[src/rtl/i2c_slave_rx.sv]
// I2C slave receive front end: pin synchronisers, START/STOP detection,
// address match, data byte capture and ACK/NACK drive.
module i2c_slave_rx #(
    parameter logic [6:0] SLAVE_ADDR  = 7'h50,
    parameter int         SYNC_STAGES = 2
) (
    input  logic       clk,
    input  logic       reset,
    input  logic       scl_in,
    input  logic       sda_in,
    output logic       sda_drive_low,
    output logic [7:0] rx_data,
    output logic       rx_valid,
    output logic       byte_pending,
    input  logic       rx_ack,
    output logic       rw_bit,
    output logic       addressed,
    output logic       start_det,
    output logic       stop_det,
    output logic       overrun
);

    typedef enum logic [2:0] {
        IDLE,
        ADDR,
        ADDR_ACK,
        DATA,
        DATA_ACK,
        IGNORE
    } state_t;

    // Synchronisers reset to the idle-bus level so leaving reset never
    // looks like a bus edge.
    logic [SYNC_STAGES-1:0] scl_sync;
    logic [SYNC_STAGES-1:0] sda_sync;
    logic                   scl_d;
    logic                   sda_d;

    always_ff @(posedge clk) begin
        if (reset) begin
            scl_sync <= '1;
            sda_sync <= '1;
            scl_d    <= 1'b1;
            sda_d    <= 1'b1;
        end else begin
            scl_sync <= {scl_sync[SYNC_STAGES-2:0], scl_in};
            sda_sync <= {sda_sync[SYNC_STAGES-2:0], sda_in};
            scl_d    <= scl_sync[SYNC_STAGES-1];
            sda_d    <= sda_sync[SYNC_STAGES-1];
        end
    end

    logic scl_s;
    logic sda_s;
    logic scl_rise;
    logic scl_fall;
    logic sda_rise;
    logic sda_fall;
    logic start_cond;
    logic stop_cond;

    assign scl_s      = scl_sync[SYNC_STAGES-1];
    assign sda_s      = sda_sync[SYNC_STAGES-1];
    assign scl_rise   = scl_s & ~scl_d;
    assign scl_fall   = ~scl_s & scl_d;
    assign sda_rise   = sda_s & ~sda_d;
    assign sda_fall   = ~sda_s & sda_d;
    assign start_cond = sda_fall & scl_s;
    assign stop_cond  = sda_rise & scl_s;

    state_t     state;
    state_t     state_n;
    logic [2:0] bit_cnt;
    logic [2:0] bit_cnt_n;
    logic [7:0] shift;
    logic [7:0] shift_n;
    logic [7:0] new_byte;
    logic       ack_phase;
    logic       ack_phase_n;
    logic       ack_en;
    logic       ack_en_n;
    logic       drive_n;
    logic [7:0] rx_data_n;
    logic       rx_valid_n;
    logic       pending_n;
    logic       rw_n;
    logic       addressed_n;
    logic       start_n;
    logic       stop_n;
    logic       overrun_n;

    assign new_byte = {shift[6:0], sda_s};

    always_ff @(posedge clk) begin
        if (reset) begin
            state         <= IDLE;
            bit_cnt       <= 3'd0;
            shift         <= 8'h00;
            ack_phase     <= 1'b0;
            ack_en        <= 1'b0;
            sda_drive_low <= 1'b0;
            rx_data       <= 8'h00;
            rx_valid      <= 1'b0;
            byte_pending  <= 1'b0;
            rw_bit        <= 1'b0;
            addressed     <= 1'b0;
            start_det     <= 1'b0;
            stop_det      <= 1'b0;
            overrun       <= 1'b0;
        end else begin
            state         <= state_n;
            bit_cnt       <= bit_cnt_n;
            shift         <= shift_n;
            ack_phase     <= ack_phase_n;
            ack_en        <= ack_en_n;
            sda_drive_low <= drive_n;
            rx_data       <= rx_data_n;
            rx_valid      <= rx_valid_n;
            byte_pending  <= pending_n;
            rw_bit        <= rw_n;
            addressed     <= addressed_n;
            start_det     <= start_n;
            stop_det      <= stop_n;
            overrun       <= overrun_n;
        end
    end

    always_comb begin
        state_n     = state;
        bit_cnt_n   = bit_cnt;
        shift_n     = shift;
        ack_phase_n = ack_phase;
        ack_en_n    = ack_en;
        drive_n     = sda_drive_low;
        rx_data_n   = rx_data;
        rx_valid_n  = 1'b0;
        // A consumer ack is applied before any byte completing this cycle.
        pending_n   = byte_pending & ~rx_ack;
        rw_n        = rw_bit;
        addressed_n = addressed;
        start_n     = 1'b0;
        stop_n      = 1'b0;
        overrun_n   = overrun;

        if (stop_cond) begin
            state_n     = IDLE;
            addressed_n = 1'b0;
            drive_n     = 1'b0;
            stop_n      = 1'b1;
        end else if (start_cond) begin
            state_n     = ADDR;
            bit_cnt_n   = 3'd0;
            ack_phase_n = 1'b0;
            addressed_n = 1'b0;
            drive_n     = 1'b0;
            start_n     = 1'b1;
        end else begin
            case (state)
                IDLE: begin
                    drive_n = 1'b0;
                end
                ADDR, DATA: begin
                    drive_n = 1'b0;
                    if (scl_rise) begin
                        shift_n   = new_byte;
                        bit_cnt_n = bit_cnt + 3'd1;
                        if (bit_cnt == 3'd7) begin
                            bit_cnt_n   = 3'd0;
                            ack_phase_n = 1'b0;
                            if (state == ADDR) begin
                                if (new_byte[7:1] == SLAVE_ADDR) begin
                                    rw_n        = new_byte[0];
                                    addressed_n = 1'b1;
                                    ack_en_n    = 1'b1;
                                    state_n     = ADDR_ACK;
                                end else begin
                                    state_n = IGNORE;
                                end
                            end else begin
                                state_n = DATA_ACK;
                                if (!pending_n) begin
                                    rx_data_n  = new_byte;
                                    rx_valid_n = 1'b1;
                                    pending_n  = 1'b1;
                                    ack_en_n   = 1'b1;
                                end else begin
                                    overrun_n = 1'b1;
                                    ack_en_n  = 1'b0;
                                end
                            end
                        end
                    end
                end
                ADDR_ACK, DATA_ACK: begin
                    if (scl_fall) begin
                        if (!ack_phase) begin
                            ack_phase_n = 1'b1;
                            drive_n     = ack_en;
                        end else begin
                            ack_phase_n = 1'b0;
                            drive_n     = 1'b0;
                            // Read transfers are handled elsewhere.
                            if (state == ADDR_ACK && rw_bit)
                                state_n = IGNORE;
                            else
                                state_n = DATA;
                        end
                    end
                end
                IGNORE: begin
                    drive_n = 1'b0;
                end
                default: begin
                    state_n = IDLE;
                    drive_n = 1'b0;
                end
            endcase
        end
    end

endmodule
[config.mk]
export PLATFORM = sky130hd
export DESIGN_NAME = i2c_slave_rx
export DESIGN_NICKNAME = d
export VERILOG_FILES = /design/src/rtl/i2c_slave_rx.sv
export SDC_FILE = /design/constraint.sdc
export NUM_CORES = 1
export LEC_CHECK = 0
export CORE_MARGIN = 3
export CORE_UTILIZATION = 50
export DETAILED_ROUTE_END_ITERATION = 8
export DONT_BUFFER_PORTS = 1
export PLACE_DENSITY_LB_ADDON = 0.08
export SYNTH_ARGS = -nofsm -noshare
export SYNTH_HDL_FRONTEND = slang
export SYNTH_SLANG_ARGS = --single-unit
export TNS_END_PERCENT = 100
[constraint.sdc]
create_clock -name clk -period 2.4 [get_ports clk]
set_clock_uncertainty 0.05 [all_clocks]
set_input_delay 0.72 -clock clk [delete_from_list [all_inputs] [get_ports clk]]
set_output_delay 0.72 -clock clk [all_outputs]
set_load 0.005 [all_outputs]
==> results.py <==
metrics = {
    "outcome": {
        "status": "completed",
    },
    "synth": {
        "syn_inst": 176,
        "synth-main-ff-cell": "dfxtp_1",
        "syn_nets": 184,
        "ys_ff_latch": 37,
        "synth-async-reset-ratio_pct": 0,
        "ys_seq_area_share_pct": 47.1,
        "synth_top_area_share_pct": 47.1,
        "syn_avg_cell_area_um2": 8.93,
        "synth.distinct_cells": 44,
        "yosys_warnings": 0,
        "syn_area_mm2": 0.00157,
        "synth_area_leaders": "dfxtp_1, mux2i_1, nand2_1",
        "synth_edf_count": 0,
        "synth_top_area_cell": "dfxtp_1",
    },
    "global_route": {
        "grt_usage_pct": 18.7,
        "grt.overflow.total": 0,
        "grt_pass1_vias": 1177,
        "grt_max_degree": 35,
        "antenna_found_initial": 0,
        "grt_pass1_wl_um": 5180,
    },
    "timing": {
        "setup_viol": 0,
        "slew_violations": 0,
        "rsz0062_at_grt": "false",
        "fin_crit_sh_pct": 82.7,
        "worstMarginPinSlew_ns": 0.428,
        "whs_ns": 0.366,
        "finalCriticalPeriod_ns": 1.99,
        "max_freq_mhz": 504,
        "slew_headroom_pct": 71.4,
        "setup_tns_ns": 0,
        "hold_viol_final": 0,
    },
    "min_path": {
        "hold_path_class": "primary input to flop",
    },
    "layout": {
        "finalCoreUtilization_pct": 58.3,
        "antenna_cells": 0,
        "n_fill_cell": 259,
        "fin_area_mm2": 0.00168,
        "drive_above_1_share_pct": 10.2,
        "fin_nets": 184,
        "instances_no_fill": 219,
        "area_delta_synth_final_pct": 6.77,
    },
    "floorplan": {
        "initial_core_util_pct": 54.6,
        "dieArea_mm2": 0.00385,
        "die_x_um": 62.1,
        "ioPinCount": 21,
        "die_h_um": 62.1,
        "rows": 19,
        "core-area_mm2": 0.00288,
    },
    "placed_design": {
        "port_buffers": 0,
        "detailedPlacementHpwl_um": 2140,
        "dp_cells": 211,
        "postPlaceCellArea_mm2": 0.00159,
        "gp_congestion": 0.792,
    },
    "route": {
        "vias": 1190,
        "first_pass_iters": 4,
        "ant_nets": 0,
        "viasPerCell": 5.43,
        "drtIter0Drc": 54,
        "drt-wirelength-per-cell_um": 13.9,
        "wl_um": 3050,
        "drc": 0,
    },
    "clocking": {
        "cts_buffer_depth": 2,
        "root_buffer": "clkbuf_4",
        "clk_latency_ns": 0.35,
        "htreeDepth": 2,
        "post_cts_resized": 0,
        "cts_tree": "yes",
        "cts_buffers": 5,
        "cts_hold_buf": 0,
        "post_cts_buffers": 0,
        "clock-sinks": 37,
        "path_clk_slew_ns": 0.11,
    },
    "worst_setup_path": {
        "start_kind": "flop",
        "worstPathArrival_ns": 2.19,
        "worst-path-max-fanout": 11,
        "path_class": "flop to flop",
        "cp.required_ns": 2.60,
        "crit_chain": "nor2b_1 -> nand3_1 -> nor2_4 -> mux2i_1 -> nor2_1",
        "crit_family": "simple AND/OR/NAND/NOR gates",
        "critPathSlowestCell": "dfxtp_1",
        "crit_buf_inv": 0,
        "cp-end-kind": "flop",
        "slowest_delay_ns": 0.52,
    },
    "power": {
        "vdd_ir_drop_max_v": 0.000489,
        "power.leakage_nw": 0.579,
        "p_per_area_mw_per_mm2": 664,
    },
    "job": {
        "cap_violations": 0,
    },
}
[sequential cells by signal (all words and copies together), names as in the netlist, 2 cells and up]
signal	cells
bit_cnt	3
rx_data	8
scl_sync	2
sda_sync	2
shift	7
state	3
[metal layers]
layer | GRT usage (%) | part of all wire, %
met5 | 0 | 0
met4 | 10.6 | 2.3
met3 | 6.20 | 6.2
met2 | 27.8 | 42
met1 | 23.7 | 50
[Yosys cell counts, types with 2 or more instances]
| cell | count |
|---|---|
| a21oi_1 | 14 |
| nor3_1 | 5 |
| buf_2 | 4 |
| nor2b_1 | 7 |
| nand2b_1 | 4 |
| nor3b_1 | 2 |
| clkbuf_1 | 3 |
| nand3_1 | 3 |
| nor2_1 | 18 |
| and2_1 | 3 |
| dfxtp_1 | 37 |
| o21ai_0 | 2 |
| mux2i_1 | 9 |
| or2_2 | 6 |
| o22ai_1 | 3 |
| ha_1 | 3 |
| or4_1 | 2 |
| nand2_1 | 24 |
| nor4_1 | 2 |
[cells by family (layout without fill, tap and decap cells)]
| family | after synthesis | count (layout) | share of synthesized area [%] |
|---|---|---|---|
| xor+xnor | 2 | 2 | 1.11 |
| mux | 10 | 10 | 6.45 |
| buf+inv | 8 | 9 | 2.23 |
| simple gates | 85 | 85 | 28.0 |
| compound gates | 30 | 30 | 12.0 |
| fa+ha+maj | 4 | 4 | 3.03 |
| flops | 37 | 37 | 47.1 |
[layout by cell type, fill, tap and decap left out, types with 2 or more instances in the layout]
| cell | n |
|---|---|
| ha_1 | 3 |
| a21oi_1 | 14 |
| clkbuf_4 | 5 |
| or4_1 | 2 |
| nor3_1 | 5 |
| nand2b_1 | 4 |
| or2_2 | 6 |
| o22ai_1 | 3 |
| nor4_1 | 2 |
| and2_1 | 3 |
| dfxtp_1 | 37 |
| nor2b_1 | 7 |
| nand2_1 | 24 |
| o21ai_0 | 2 |
| nor3b_1 | 2 |
| nand3_1 | 3 |
| mux2i_1 | 9 |
| nor2_1 | 18 |
[worst paths after layout]
path	from	endpoint	slack, ns	cells after the start
setup / recovery	state[0]	rx_data[6]	0.41	5
hold reg to reg	sda_sync[0]	sda_sync[1]	0.37	1
setup reg to reg	state[0]	rx_data[6]	0.41	5
hold / removal	reset	ack_phase	0.37	1
[area by class of cell]
| cell class | instances | area [um^2] | area share, % |
|---|---|---|---|
| clock buffer | 7 | 55.1 | 3.28 |
| multi-input combinational | 131 | 796 | 47.4 |
| sequential | 37 | 741 | 44.1 |
| clock inverter | 1 | 30.0 | 1.79 |
| inverter | 1 | 3.75 | 0.224 |
| tap | 42 | 52.6 | 3.13 |
[through the flow]
stage / total power [W] / worst slack (ns)
after floorplan: 0.000670 / 0.761
after global routing: 0.00115 / 0.211
final: 0.00111 / 0.415
after CTS: 0.00112 / 0.430
after global placement: 0.000668 / 0.542
after detailed placement: 0.000670 / 0.461
[where the power goes]
| group | internal, W | total [W] | switching (W) |
|---|---|---|---|
| registers | 0.000621 | 0.000629 | 0.00000776 |
| clock network | 0.000249 | 0.000459 | 0.000210 |
| logic | 0.0000122 | 0.0000270 | 0.0000148 |
(Power assumes the default switching activity.)
